`src/rtl/if_fetch_stage_pkg.sv`:
```
// if_fetch_stage_pkg: shared state encoding and PC constants for the fetch stage
package if_fetch_stage_pkg;
  typedef enum logic [1:0] {FETCH = 2'd0, READY = 2'd1, DRAIN = 2'd2} state_t;
  localparam int PC_STEP = 4;
  localparam int PC_RESET = 0;
endpackage

```
`src/rtl/fetch_pc_reg.sv`:
```
// fetch_pc_reg: fetch address register (ports: clk, rst active-low sync, load/target word-aligned load, inc +4 step, pc out)
module fetch_pc_reg
  import if_fetch_stage_pkg::*;
#(
  parameter int N = 32
) (
  input  logic         clk,
  input  logic         rst,
  input  logic         load,
  input  logic         inc,
  input  logic [N-1:0] target,
  output logic [N-1:0] pc
);
  always_ff @(posedge clk)
    if (!rst) pc <= N'(PC_RESET);
    else if (load) pc <= target & ~N'(3);
    else if (inc) pc <= pc + N'(PC_STEP);
endmodule

```
`src/rtl/if_fetch_stage.sv`:
```
// if_fetch_stage: PC + req/ack instruction fetch with redirect and freeze (ports: clk, rst active-low sync, freeze, branchTaken/branchAddr, memReq/memAddr/memAck/memData, valid/pc/instruction to IF/ID)
module if_fetch_stage
  import if_fetch_stage_pkg::*;
#(
  parameter int N = 32
) (
  input  logic         clk,
  input  logic         rst,
  input  logic         freeze,
  input  logic         branchTaken,
  input  logic [N-1:0] branchAddr,
  output logic         memReq,
  output logic [N-1:0] memAddr,
  input  logic         memAck,
  input  logic [N-1:0] memData,
  output logic         valid,
  output logic [N-1:0] pc,
  output logic [N-1:0] instruction
);
  state_t state, state_d;
  logic [N-1:0] pc_q, redir, instr, pc_out, target;
  logic load, inc, redir_we, cap;
  // an in-flight redirect resolves to the latest target; a same-cycle branch beats the saved one
  assign target = (state == DRAIN && !branchTaken) ? redir : branchAddr;
  fetch_pc_reg #(.N(N)) u_pc (
    .clk(clk), .rst(rst), .load(load), .inc(inc), .target(target), .pc(pc_q)
  );
  always_comb begin
    state_d = state;
    load = 1'b0;
    inc = 1'b0;
    redir_we = 1'b0;
    cap = 1'b0;
    case (state)
      FETCH:
        if (branchTaken) begin
          load = memAck;
          redir_we = !memAck;
          state_d = memAck ? FETCH : DRAIN;
        end else if (memAck) begin
          cap = 1'b1;
          state_d = READY;
        end
      READY:
        if (branchTaken || !freeze) begin
          load = branchTaken;
          inc = !branchTaken;
          state_d = FETCH;
        end
      DRAIN:
        if (memAck) begin
          load = 1'b1;
          state_d = FETCH;
        end else redir_we = branchTaken;
      default: state_d = FETCH;
    endcase
  end
  always_ff @(posedge clk)
    if (!rst) begin
      state <= FETCH;
      redir <= '0;
      instr <= '0;
      pc_out <= '0;
    end else begin
      state <= state_d;
      if (redir_we) redir <= branchAddr & ~N'(3);
      if (cap) begin
        instr <= memData;
        pc_out <= pc_q + N'(PC_STEP);
      end
    end
  // outputs are forced quiet for the whole cycle reset is held, not just after the edge
  assign memReq = rst && state != READY;
  assign memAddr = rst ? pc_q : '0;
  assign valid = rst && state == READY;
  assign pc = rst ? pc_out : '0;
  assign instruction = rst ? instr : '0;
endmodule

```
`config.mk`:
```
export PLATFORM = sky130hd
export DESIGN_NAME = if_fetch_stage
export DESIGN_NICKNAME = d
export VERILOG_FILES = /design/src/rtl/if_fetch_stage_pkg.sv /design/src/rtl/fetch_pc_reg.sv /design/src/rtl/if_fetch_stage.sv
export SDC_FILE = /design/constraint.sdc
export NUM_CORES = 1
export LEC_CHECK = 0
export CAP_MARGIN = 20
export CORE_MARGIN = 2
export CORE_UTILIZATION = 34
export DETAILED_ROUTE_END_ITERATION = 12
export SLEW_MARGIN = 20
export SYNTH_ARGS = -nofsm -noshare
export SYNTH_HDL_FRONTEND = slang
export SYNTH_HIERARCHICAL = 1
export SYNTH_SLANG_ARGS = --single-unit
```
`constraint.sdc`:
```
create_clock -name clk -period 2.7 [get_ports clk]
set_clock_uncertainty 0.15 [all_clocks]
set_input_delay 0.81 -clock clk [delete_from_list [all_inputs] [get_ports clk]]
set_output_delay 0.81 -clock clk [all_outputs]
set_load 0.01 [all_outputs]
```
==> flow_summary_export.csv <==
group,metric,value,unit
setup_path,crit_type,"input port to primary output",
grt,gr-usage-met1,0.265,
route,wl,20100,um
route,wl_per_cell,15.0,um
placed_design,pre_cts_slack,-289,ps
setup_path,startpoint_type,"input port",
timing,finalSetupViolCount,0,
floorplan,core-area,0.0195,sq mm
placed_design,dpl.hpwl,14500,um
setup_path,crit-reg2reg-launch,"u_pc/pc[5]$_SDFFE_PN0P_",
layout,nNetsFinal,1134,
layout,area_growth,44.2,%
grt,grt_pass1_vias,6185,
timing,period_needed,2630,ps
power,pwr-share-clk,0.448,
layout,postLayoutCellArea,0.00972,sq mm
power,switching_power,0.00145,W
timing,maxSlewViolCount,0,
floorplan,num_rows,51,
clock_tree,clk_pin_slew,60,ps
placed_design,portBuffers,162,
grt,antenna_found_initial,0,
grt,grt.total_usage,0.195,
layout,antenna_cells,0,
timing,max-slew-margin-rel,0.667,
setup_path,cp_slowest_cell,"clkdlybuf4s50_1",
synth,syn_area,0.00674,sq mm
min_path,hold_path_class,"flop to flop",
grt,grt_max_degree,41,
min_path,hold_depth,2,
power,combinationalPowerShare,0.156,
setup_path,crit_chain,"buf_12 -> inv_2 -> nor2_1 -> clkdlybuf4s50_1",
setup_path,setup.worst_path.end_class,"primary output",
clock_tree,ctsHtreeMaxLevel,4,
floorplan,initial_core_util,0.346,
placed_design,place.gp.congestion,0.850,
synth,avgSynthCellArea,7.83,sq um
route,antenna_left,0,
clock_tree,clock_tree.root_cell,"clkbuf_16",
grt,top_usage_layer,"met2",
clock_tree,clock_sinks,126,
clock_tree,cts_tree,"yes",
setup_path,arrival,1670,ps
setup_path,crit_path_max_incr_delay,560,ps
clock_tree,numCtsBuffers,17,
synth,syn-instance-count,861,
grt,grt_util_met3,0.0431,
clock_tree,clockBufferDepth,2,
clock_tree,clk_latency,420,ps
timing,fin_crit_sh,0.974,
power,p_sw_frac,0.277,
floorplan,die_width,145,um
synth,yosysWarnings,6,
setup_path,cp_data_required_time,1740,ps
power,pwr_density_cell,537,mW/mm^2
power,ir_worst_vdd,428,uV
grt,grt_pass1_wl,32100,um
setup_path,critPathLaunch,"rst",
timing,rsz0062_at_grt,"no",
placed_design,dp_cells,1308,
route,drc,0,
grt,use_met2,0.302,
setup_path,crit_path_max_fanout,14,
power,seqPwrFrac,0.396,
timing,worst_pin_slew,496,ps
floorplan,ios,167,
route,viasPerCell,4.92,
timing,fmax,380,MHz
floorplan,dieArea,0.0210,sq mm
route,routed-via-count,6595,
timing,setup_slack,70.9,ps
flow_run,drv_cap,0,
floorplan,die_h,145,um
setup_path,reg2regPathDepth,4,
status,run_status,"completed",
timing,final-hold-violation-count,0,
min_path,min_from,"instr[13]$_SDFFE_PN0P_",
power,p_int,0.00377,W
clock_tree,cts_setup_buffers,0,
placed_design,placed_area,0.00917,sq mm
route,dr.pass1.iters,5,
grt,grt_overflow,0,
route,drt_iter0_markers,373,
layout,final_cells,1341,
power,p_total,0.00522,W
timing,final.setup.tns,0,ps
power,power.leakage,4.08,nW
layout,drive_above_1_share,0.155,
## stage by stage
step / utilization / hold slack, ps
2_1_floorplan: - / 282
3_3_place_gp: 0.471 / 287
3_5_place_dp: 0.471 / 292
4_1_cts: 0.499 / 301
5_1_grt: 0.500 / 316
6_report: 0.500 / 298
## cell usage in the layout, fill, tap and decap left out, types with 7 or more instances in the layout
cell and n:
nand3_1 28, and3_1 12, dlygate4sd2_1 89, clkbuf_16 17, nand2_1 168, nand4_1 25, mux2_2 30, o211a_1 7
xnor2_1 16, xor2_1 23, a211oi_1 13, nor4_1 11, clkdlybuf4s50_1 70, dfxtp_1 124, a21oi_1 90, buf_12 10
o21ai_0 40, buf_4 71, nor2_1 29, and2_1 98
## power groups by stage
| stage | clock network, W | registers, W | logic [W] |
|---|---|---|---|
| after CTS | 0.00240 | 0.00207 | 0.000819 |
| after global routing | 0.00249 | 0.00208 | 0.000903 |
| after floorplan | 0 | 0.00211 | 0.000389 |
| after global placement | 0 | 0.00210 | 0.000838 |
| after detailed placement | 0 | 0.00211 | 0.000841 |
| final | 0.00234 | 0.00207 | 0.000816 |
## routing by layer
layer / wire length, um / vias up
li1: - / 3399
met1: 9640 / 2997
met2: 9040 / 172
met3: 986 / 27
met4: 408 / 0
met5: 0 / -
## worst max-delay path, delay by kind of cell
family / cells / cell delay (ps)
buf+inv: 3 / 770
simple gates: 1 / 80
## final cells by class
class / instances / area (sq um)
clock inverters: 15 / 178
clock buffers: 17 / 425
well taps: 265 / 332
multi-input cells: 668 / 3960
inverters: 6 / 22.5
repair buffers: 244 / 2280
flip-flops and latches: 126 / 2530
fillers: 1940 / 9740
## state kept, by name, indices dropped and copies added (netlist names)
register and cells:
instr 32, pc_out 32, redir 30, state 2
u_pc/pc 30
## repair_timing
item                                    in CTS  in global routing
gates cloned                                 1                  0
hold buffers                                 0                  0
endpoints found under the setup margin      96                  4
resized for setup                           95                  5
## final timing paths
kind | to | slack, ps
worst min register to register | instr[13]$_SDFFE_PN0P_ | 300
worst min-delay path | instr[13]$_SDFFE_PN0P_ | 300
worst max-delay path | memAddr[6] | 70
worst max register to register | u_pc/pc[23]$_SDFFE_PN0P_ | 310
No activity file was read; power rests on OpenSTA's default activity.
